`src/rtl/pci_bridge_wb_arbiter_if.sv`:
```
// WISHBONE bundle between the NUM_M system masters, the round-robin arbiter
// and the PCI bridge slave port.
//   master : the requesting masters' view (drive m_*, receive responses)
//   slave  : the arbiter's view (slave to the masters, drives the bridge)
//   bridge : the PCI bridge slave port's view
interface pci_bridge_wb_arbiter_if #(
  parameter int NUM_M = 4
);

  // Master-side request group, master i occupies slice i of each vector
  logic [NUM_M-1:0]    m_cyc;
  logic [NUM_M-1:0]    m_stb;
  logic [NUM_M-1:0]    m_we;
  logic [NUM_M-1:0]    m_cab;
  logic [NUM_M*32-1:0] m_adr;
  logic [NUM_M*32-1:0] m_dat;
  logic [NUM_M*4-1:0]  m_sel;
  logic [NUM_M*3-1:0]  m_cti;
  logic [NUM_M*2-1:0]  m_bte;

  // Master-side response group
  logic [31:0]         m_dat_o;
  logic [NUM_M-1:0]    m_ack;
  logic [NUM_M-1:0]    m_rty;
  logic [NUM_M-1:0]    m_err;

  // Bridge slave inputs
  logic [31:0]         ADR_I;
  logic [31:0]         SDAT_I;
  logic [3:0]          SEL_I;
  logic                CYC_I;
  logic                STB_I;
  logic                WE_I;
  logic                CAB_I;
  logic [2:0]          CTI_I;
  logic [1:0]          BTE_I;

  // Bridge slave outputs
  logic [31:0]         SDAT_O;
  logic                ACK_O;
  logic                RTY_O;
  logic                ERR_O;

  modport master (
    output m_cyc, m_stb, m_we, m_cab, m_adr, m_dat, m_sel, m_cti, m_bte,
    input  m_dat_o, m_ack, m_rty, m_err
  );

  modport slave (
    input  m_cyc, m_stb, m_we, m_cab, m_adr, m_dat, m_sel, m_cti, m_bte,
    output m_dat_o, m_ack, m_rty, m_err,
    output ADR_I, SDAT_I, SEL_I, CYC_I, STB_I, WE_I, CAB_I, CTI_I, BTE_I,
    input  SDAT_O, ACK_O, RTY_O, ERR_O
  );

  modport bridge (
    input  ADR_I, SDAT_I, SEL_I, CYC_I, STB_I, WE_I, CAB_I, CTI_I, BTE_I,
    output SDAT_O, ACK_O, RTY_O, ERR_O
  );

endinterface

```
`src/rtl/pci_bridge_wb_arbiter.sv`:
```
// Round-robin arbiter sharing the PCI bridge WISHBONE slave port among
// NUM_M masters. One grant is registered per WISHBONE cycle and held until
// the owner drops CYC; the owner's request group is muxed onto the bridge
// inputs and the bridge responses are steered back to the owner only.
// Every release is followed by one turnaround cycle with CYC_I low.
//
// Optional build macro PCI_BRIDGE_WB_ARB_WATCHDOG_EN adds a 10-bit
// no-response watchdog that errors out a hung cycle after 1023 strobed
// cycles without ACK/RTY/ERR. Without it a hung slave keeps the grant.
module pci_bridge_wb_arbiter #(
  parameter int NUM_M = 4
) (
  input  logic                  clk,
  input  logic                  rst_n,
  pci_bridge_wb_arbiter_if.slave bus,
  output logic [NUM_M-1:0]      gnt,
  output logic                  busy
);

  localparam int GNT_W = $clog2(NUM_M);

  typedef enum logic [1:0] {
    IDLE  = 2'd0,
    OWNED = 2'd1,
    GAP   = 2'd2
  } state_t;

  state_t             state;
  state_t             state_nxt;
  logic [GNT_W-1:0]   gnt_idx;
  logic [GNT_W-1:0]   gnt_idx_nxt;
  logic [GNT_W-1:0]   last;
  logic [GNT_W-1:0]   last_nxt;
  logic [NUM_M-1:0]   gnt_nxt;

  logic               pick_valid;
  logic [GNT_W-1:0]   pick_idx;
  logic               owner_cyc;
  logic               owner_stb;
  logic               any_rsp;

  // Watchdog hooks; tied off when the watchdog is not built
  logic               wd_fire;
  logic               wd_block;

  assign owner_cyc = |(gnt & bus.m_cyc);
  assign owner_stb = |(gnt & bus.m_stb);
  assign any_rsp   = bus.ACK_O | bus.RTY_O | bus.ERR_O;
  assign busy      = (state == OWNED);

  // Round-robin search: first requester after the last owner, wrapping
  always_comb begin
    int               cand;
    logic [GNT_W-1:0] cand_idx;
    pick_valid = 1'b0;
    pick_idx   = '0;
    cand       = 0;
    cand_idx   = '0;
    for (int off = 1; off <= NUM_M; off++) begin
      cand     = (int'(last) + off) % NUM_M;
      cand_idx = GNT_W'(cand);
      if (!pick_valid && bus.m_cyc[cand_idx]) begin
        pick_valid = 1'b1;
        pick_idx   = cand_idx;
      end
    end
  end

  // Next-state, next-grant and round-robin pointer update
  always_comb begin
    state_nxt   = state;
    gnt_idx_nxt = gnt_idx;
    last_nxt    = last;
    gnt_nxt     = '0;
    case (state)
      IDLE: begin
        if (pick_valid) begin
          state_nxt   = OWNED;
          gnt_idx_nxt = pick_idx;
        end
      end
      OWNED: begin
        if (!owner_cyc) begin
          state_nxt = GAP;
          last_nxt  = gnt_idx;
        end
      end
      GAP: begin
        // The turnaround cycle also arbitrates on its way out, so a pending
        // master is granted right after exactly one idle bus cycle.
        if (pick_valid) begin
          state_nxt   = OWNED;
          gnt_idx_nxt = pick_idx;
        end else begin
          state_nxt = IDLE;
        end
      end
      default: begin
        state_nxt = IDLE;
      end
    endcase
    if (state_nxt == OWNED) begin
      gnt_nxt[gnt_idx_nxt] = 1'b1;
    end
  end

  // State, grant and pointer registers
  always_ff @(posedge clk or negedge rst_n) begin
    if (!rst_n) begin
      state   <= IDLE;
      gnt     <= '0;
      gnt_idx <= '0;
      last    <= GNT_W'(NUM_M - 1);
    end else begin
      state   <= state_nxt;
      gnt     <= gnt_nxt;
      gnt_idx <= gnt_idx_nxt;
      last    <= last_nxt;
    end
  end

`ifdef PCI_BRIDGE_WB_ARB_WATCHDOG_EN
  logic [9:0] wd_cnt;
  logic       wd_kill;

  assign wd_fire  = (state == OWNED) && !wd_kill && !any_rsp &&
                    (wd_cnt == 10'd1023);
  assign wd_block = wd_kill | wd_fire;

  // No-response counter; restarts on every grant and every bridge response
  always_ff @(posedge clk or negedge rst_n) begin
    if (!rst_n) begin
      wd_cnt  <= '0;
      wd_kill <= 1'b0;
    end else if (state != OWNED) begin
      wd_cnt  <= '0;
      wd_kill <= 1'b0;
    end else begin
      if (wd_fire) begin
        wd_kill <= 1'b1;
      end
      if (any_rsp) begin
        wd_cnt <= '0;
      end else if (bus.STB_I && (wd_cnt != 10'd1023)) begin
        wd_cnt <= wd_cnt + 10'd1;
      end
    end
  end
`else
  assign wd_fire  = 1'b0;
  assign wd_block = 1'b0;
`endif

  // Mux the owner's request group onto the bridge; all zero without a grant
  always_comb begin
    bus.ADR_I  = '0;
    bus.SDAT_I = '0;
    bus.SEL_I  = '0;
    bus.CTI_I  = '0;
    bus.BTE_I  = '0;
    bus.WE_I   = 1'b0;
    bus.CAB_I  = 1'b0;
    for (int i = 0; i < NUM_M; i++) begin
      if (gnt[i]) begin
        bus.ADR_I  = bus.m_adr[i*32 +: 32];
        bus.SDAT_I = bus.m_dat[i*32 +: 32];
        bus.SEL_I  = bus.m_sel[i*4 +: 4];
        bus.CTI_I  = bus.m_cti[i*3 +: 3];
        bus.BTE_I  = bus.m_bte[i*2 +: 2];
        bus.WE_I   = bus.m_we[i];
        bus.CAB_I  = bus.m_cab[i];
      end
    end
    bus.CYC_I = owner_cyc & ~wd_block;
    bus.STB_I = owner_stb & ~wd_block;
  end

  // Responses reach the owner only; with no grant they are dropped
  assign bus.m_ack   = gnt & {NUM_M{bus.ACK_O}};
  assign bus.m_rty   = gnt & {NUM_M{bus.RTY_O}};
  assign bus.m_err   = gnt & {NUM_M{bus.ERR_O | wd_fire}};
  assign bus.m_dat_o = bus.SDAT_O;

endmodule

```
`src/flat_wrapper.sv`:
```
// flat-port wrapper written by rule: the top's interface ports become plain ports
module pci_bridge_wb_arbiter_flat 
#(
  parameter int NUM_M = 4
)
  (clk, rst_n, gnt, busy, bus_m_cyc, bus_m_stb, bus_m_we, bus_m_cab, bus_m_adr, bus_m_dat, bus_m_sel, bus_m_cti, bus_m_bte, bus_m_dat_o, bus_m_ack, bus_m_rty, bus_m_err, bus_ADR_I, bus_SDAT_I, bus_SEL_I, bus_CYC_I, bus_STB_I, bus_WE_I, bus_CAB_I, bus_CTI_I, bus_BTE_I, bus_SDAT_O, bus_ACK_O, bus_RTY_O, bus_ERR_O);
  pci_bridge_wb_arbiter_if #(.NUM_M(NUM_M)) bus_i ();
  input  logic clk;
  input  logic rst_n;
  output logic [NUM_M-1:0] gnt;
  output logic busy;
  input wire logic [$bits(bus_i.m_cyc)-1:0] bus_m_cyc;
  input wire logic [$bits(bus_i.m_stb)-1:0] bus_m_stb;
  input wire logic [$bits(bus_i.m_we)-1:0] bus_m_we;
  input wire logic [$bits(bus_i.m_cab)-1:0] bus_m_cab;
  input wire logic [$bits(bus_i.m_adr)-1:0] bus_m_adr;
  input wire logic [$bits(bus_i.m_dat)-1:0] bus_m_dat;
  input wire logic [$bits(bus_i.m_sel)-1:0] bus_m_sel;
  input wire logic [$bits(bus_i.m_cti)-1:0] bus_m_cti;
  input wire logic [$bits(bus_i.m_bte)-1:0] bus_m_bte;
  output wire logic [$bits(bus_i.m_dat_o)-1:0] bus_m_dat_o;
  output wire logic [$bits(bus_i.m_ack)-1:0] bus_m_ack;
  output wire logic [$bits(bus_i.m_rty)-1:0] bus_m_rty;
  output wire logic [$bits(bus_i.m_err)-1:0] bus_m_err;
  output wire logic [$bits(bus_i.ADR_I)-1:0] bus_ADR_I;
  output wire logic [$bits(bus_i.SDAT_I)-1:0] bus_SDAT_I;
  output wire logic [$bits(bus_i.SEL_I)-1:0] bus_SEL_I;
  output wire logic [$bits(bus_i.CYC_I)-1:0] bus_CYC_I;
  output wire logic [$bits(bus_i.STB_I)-1:0] bus_STB_I;
  output wire logic [$bits(bus_i.WE_I)-1:0] bus_WE_I;
  output wire logic [$bits(bus_i.CAB_I)-1:0] bus_CAB_I;
  output wire logic [$bits(bus_i.CTI_I)-1:0] bus_CTI_I;
  output wire logic [$bits(bus_i.BTE_I)-1:0] bus_BTE_I;
  input wire logic [$bits(bus_i.SDAT_O)-1:0] bus_SDAT_O;
  input wire logic [$bits(bus_i.ACK_O)-1:0] bus_ACK_O;
  input wire logic [$bits(bus_i.RTY_O)-1:0] bus_RTY_O;
  input wire logic [$bits(bus_i.ERR_O)-1:0] bus_ERR_O;
  assign bus_i.m_cyc = bus_m_cyc;
  assign bus_i.m_stb = bus_m_stb;
  assign bus_i.m_we = bus_m_we;
  assign bus_i.m_cab = bus_m_cab;
  assign bus_i.m_adr = bus_m_adr;
  assign bus_i.m_dat = bus_m_dat;
  assign bus_i.m_sel = bus_m_sel;
  assign bus_i.m_cti = bus_m_cti;
  assign bus_i.m_bte = bus_m_bte;
  assign bus_m_dat_o = bus_i.m_dat_o;
  assign bus_m_ack = bus_i.m_ack;
  assign bus_m_rty = bus_i.m_rty;
  assign bus_m_err = bus_i.m_err;
  assign bus_ADR_I = bus_i.ADR_I;
  assign bus_SDAT_I = bus_i.SDAT_I;
  assign bus_SEL_I = bus_i.SEL_I;
  assign bus_CYC_I = bus_i.CYC_I;
  assign bus_STB_I = bus_i.STB_I;
  assign bus_WE_I = bus_i.WE_I;
  assign bus_CAB_I = bus_i.CAB_I;
  assign bus_CTI_I = bus_i.CTI_I;
  assign bus_BTE_I = bus_i.BTE_I;
  assign bus_i.SDAT_O = bus_SDAT_O;
  assign bus_i.ACK_O = bus_ACK_O;
  assign bus_i.RTY_O = bus_RTY_O;
  assign bus_i.ERR_O = bus_ERR_O;
  pci_bridge_wb_arbiter #(.NUM_M(NUM_M)) u_core (.clk(clk), .rst_n(rst_n), .bus(bus_i), .gnt(gnt), .busy(busy));
endmodule
```
`config.mk`:
```
export PLATFORM = sky130hd
export DESIGN_NAME = pci_bridge_wb_arbiter_flat
export DESIGN_NICKNAME = d
export VERILOG_FILES = /design/src/rtl/pci_bridge_wb_arbiter_if.sv /design/src/rtl/pci_bridge_wb_arbiter.sv /design/src/flat_wrapper.sv
export SDC_FILE = /design/constraint.sdc
export NUM_CORES = 1
export LEC_CHECK = 0
export CAP_MARGIN = 10
export CELL_PAD_IN_SITES_DETAIL_PLACEMENT = 0
export CELL_PAD_IN_SITES_GLOBAL_PLACEMENT = 1
export CORE_AREA = 2 2 185 187
export DETAILED_ROUTE_END_ITERATION = 12
export DIE_AREA = 0 0 187 189
export GPL_TIMING_DRIVEN = 0
export MAX_ROUTING_LAYER = met4
export PLACE_DENSITY_LB_ADDON = 0.1
export RECOVER_POWER = 50
export SLEW_MARGIN = 20
export SYNTH_ARGS = -nofsm -noshare
export SYNTH_HDL_FRONTEND = slang
export SYNTH_SLANG_ARGS = --single-unit
```
`constraint.sdc`:
```
create_clock -name clk -period 1.7 [get_ports clk]
set_input_delay 0.34 -clock clk [delete_from_list [all_inputs] [get_ports clk]]
set_output_delay 0.34 -clock clk [all_outputs]
set_load 0.01 [all_outputs]
```
==> parameters.txt <==
Parameter                              Value

Outcome
  Run status    finished with violations
  Failing checks    setup timing

Pwr
  Internal power summed over all cells    6907 uW
  Flop pwr share    3.8%
  VDD IR max    0.7132 mV
  Static leakage    0.003629 uW
  Combinational fraction of design power    92.8%
  Cell Pwr Density    1442 nW/um^2
  Share of total power in the clock network    3.4%
  NetSw    6370 uW
  Fraction of power spent switching nets    47.98%

Setup path
  Setup slack, reg-to-reg    -60 ps
  Kind of critical path    reg2out
  Required arrival time at the worst endpoint    1360 ps
  Max stage delay cell, worst path    dfrtp_1
  RR Startpoint    u_core.gnt[1]$_DFF_PN0_
  Crit-path max cell delay    410 ps
  Startpoint kind of the worst setup timing path    register
  Critical Path Fanout Max    9
  Chain of cells forming the critical path    buf_12 > nor2b_4 > buf_12 > buf_12 > a221oi_1 > o31ai_2 > buf_2
  Arrival time at the worst endpoint    1900 ps
  Worst reg2reg path depth    9
  Capturing instance or port of the critical path    bus_SDAT_I[11]
  Capturing point of the worst reg2reg path    u_core.gnt[3]$_DFF_PN0_
  CP Launch Point    u_core.gnt[1]$_DFF_PN0_
  Critical Path Most Common Cell    buf_12
  Critical path endpoint category    primary output

Layout
  Area growth from synthesis to layout    185.7%
  Share of cells above drive strength 1    36.83%
  Core utilization of the finished layout    27.67%
  Final Net Count    1272
  Final instance count without filler cells    1375

STA
  Number of pins with negative max-slew slack in the final report    0
  Remaining max-slew budget at the tightest pin    63.65%
  Worst hold slack    495.8 ps
  Transition at the pin with the smallest max-transition slack    545.2 ps
  Worst-case clock skew    0.7039 ps
  Fin crit share    131.7%
  Total count of hold-check failures in the final report    0
  Unrepaired setup endpoints after global routing    true
  Final critical-path required period    2240 ps
  Count of final setup violators    83
  Worst-case setup margin in the final layout    -539.7 ps
  Fmax    446.5 MHz

Detailed routing
  Vias per Instance    3.964
  Count of antenna-violating nets left after detailed routing    0
  Total routed wire length on the met1 layer    10420 um
  Detailed-routed wire length on met2    15140 um
  DRC Markers    0
  Starting DRC count in detailed routing    114
  Vias after detailed routing    5450
  Detail Route met3 WL    1945 um
  Final routed wire length divided by cell count    20.03 um
  Highest routed layer    met4
  Detailed-routing iteration count for the pre-antenna-repair pass    4
  Post-Route WL    27540 um

Yosys
  Post-synthesis cell area    3223 um^2
  Prevailing post-synth register cell    dfrtp_1
  Synth Register Bits    10
  Post-synth top area share    20.11%
  Yosys warnings    0
  Most numerous cell in the Yosys netlist    nand2_1
  Count of flip-flops with a built-in enable after synthesis    0
  Post-synth ARST share    100.0%
  Synthesized net count    785
  Cells after synthesis    440
  Post-synthesis cell type with the largest combined area    a221oi_1
  Syn Area/Cell    7.325 um^2
  Top post-synthesis cells by count    nand2_1, nor2b_1, a221oi_1, o31ai_1, buf_4
  Cell types with the largest area share after synthesis    a221oi_1, nor2b_1, o31ai_2
  Sequential-to-total area share from yosys stat    7.842%
  Post-synth cell types    38

Global routing
  Number of antenna violations at the first check in global routing    1
  Wire length of the first global-routing pass    38600 um
  GRT Overall Usage    14.83%
  Aggregate global routing overflow    0
  Via count of the first global-routing pass    5780
  Maximum number of pins on one net before global-route repair    11

Floorplanning
  Core area    33280 um^2
  Vertical die dimension    189 um
  Row count    67
  Number of ports placed on the die boundary    471
  Die width    187 um
  Full die area    35340 um^2
  Initial Utilization    9.685%

Clocking
  Clock buffer depth    2
  Clock transition at the registers of the reported paths    40 ps
  Hold_buf cts    0
  Number of buffers inserted during clock tree synthesis    3
  Cell at the root of the clock tree    clkbuf_16
  CTS tree    yes
  Skew-Pair Late Insertion Delay    230 ps
  H-tree level count    1
  Count of clock tree sinks    10

Placement
  Port-buffer cells    438
  Final weighted congestion in routability-driven placement    0.7943
  Number of placed cells counting well taps    1326
  Half-perimeter wire length of the detailed placement result    21880 um

Flow run
  Number of violations of the max-capacitance limit    0

Hold path
  Class of the worst hold path    in2async
registers in the layout, indices dropped and copies added, names as in the netlist:
signal          flops
u_core.gnt          4
u_core.gnt_idx      2
u_core.last         2
u_core.state        2
cell usage in the layout (no fill, tap or decap), types with 2 or more instances in the layout:
| master | n |
|---|---|
| clkdlybuf4s15_2 | 5 |
| a221oi_4 | 3 |
| clkbuf_1 | 5 |
| clkbuf_4 | 10 |
| clkbuf_16 | 3 |
| a221oi_2 | 43 |
| buf_6 | 23 |
| a221oi_1 | 29 |
| o31ai_1 | 21 |
| dlygate4sd2_1 | 11 |
| nor2b_1 | 75 |
| nor2_1 | 2 |
| buf_4 | 70 |
| a22oi_1 | 2 |
| clkdlybuf4s50_1 | 321 |
| buf_2 | 72 |
| nand2_1 | 78 |
| buf_12 | 15 |
| a22oi_2 | 3 |
| clkbuf_2 | 4 |
| and2_4 | 6 |
| dfstp_2 | 2 |
| dfrtp_1 | 5 |
| nand2b_1 | 2 |
| o31ai_2 | 54 |
| inv_1 | 3 |
| dfrtp_2 | 3 |
| nor3b_2 | 2 |
| clkbuf_8 | 2 |
| buf_8 | 3 |
| and2_1 | 6 |
| buf_16 | 4 |
| dlygate4sd3_1 | 20 |
worst min path at each step:
stage	cells past startpoint	slack, ps	end	startpoint
after global routing	1	540	u_core.state[0]$_DFF_PN0_	rst_n
after CTS	1	440	u_core.state[0]$_DFF_PN0_	rst_n
after global placement	1	500	u_core.last[0]$_DFFE_PN1P_	u_core.gnt_idx[0]$_DFF_PN0_
after detailed placement	2	510	u_core.last[1]$_DFFE_PN1P_	u_core.last[1]$_DFFE_PN1P_
final	1	500	u_core.gnt[1]$_DFF_PN0_	rst_n
after floorplan	0	40	u_core.gnt[0]$_DFF_PN0_	rst_n
power groups by stage:
| stage | Clock (uW) | Sequential (uW) | Combinational [uW] |
|---|---|---|---|
| detailed placement | 0 | 512 | 11500 |
| floorplan | 0 | 471 | 5470 |
| global route | 473 | 520 | 13400 |
| global placement | 0 | 518 | 11700 |
| finish | 457 | 500 | 12300 |
| CTS | 466 | 516 | 12000 |
stage by stage:
| step | setup WS, ps | total power (uW) | instance area (um^2) | setup TNS [ps] |
|---|---|---|---|---|
| after CTS | -546.4 | 12940 | 8830 | -33550 |
| final | -539.7 | 13280 | 9209 | -30650 |
| after global placement | -1280 | 12220 | 8283 | -96060 |
| after floorplan | 23.36 | 5941 | 3338 | 0 |
| after detailed placement | -1212 | 12040 | 8283 | -92820 |
| after global routing | -603.1 | 14380 | 9209 | -37890 |
cell families after synthesis:
logic type	count (synthesis)	synth area share, %
AOI/OAI and AO/OA	162	46.58
buffers and inverters	87	15.49
DFF	10	7.842
muxes	2	0.6599
and+or+nand+nor	179	29.43
what timing repair did:
action / in CTS / in global routing
endpoints found under the hold margin: 0 / 0
pin swaps: 14 / 11
cloned: 5 / 0
gates resized for setup: 480 / 94
setup buffers: 26 / 15
setup endpoints to repair: 91 / 87
metal layers:
metal	vias to the layer above	GRT usage, %
met4	0	0.8852
met1	2567	15.76
met5	-	-
li1	2631	-
met3	2	3.559
met2	250	28.87
critical path, delay by kind of cell, from the launching register on:
family	cells	cell delay [ps]
buffers and inverters	4	670
AO/OA/AOI/OAI	2	410
flip-flops	1	410
AND/OR/NAND/NOR	1	170
cell type report:
cell class / count / area [um^2]
Antenna cell: 1 / 2.502
Sequential cell: 10 / 256.5
Buffer: 81 / 743.2
Multi-Input combinational cell: 343 / 2959
Clock buffer: 4 / 88.84
Timing Repair Buffer: 484 / 4583
Fill cell: 3657 / 24070
Inverter: 4 / 15.01
Tap cell: 448 / 560.5
Power figures use the tool's default switching activity.
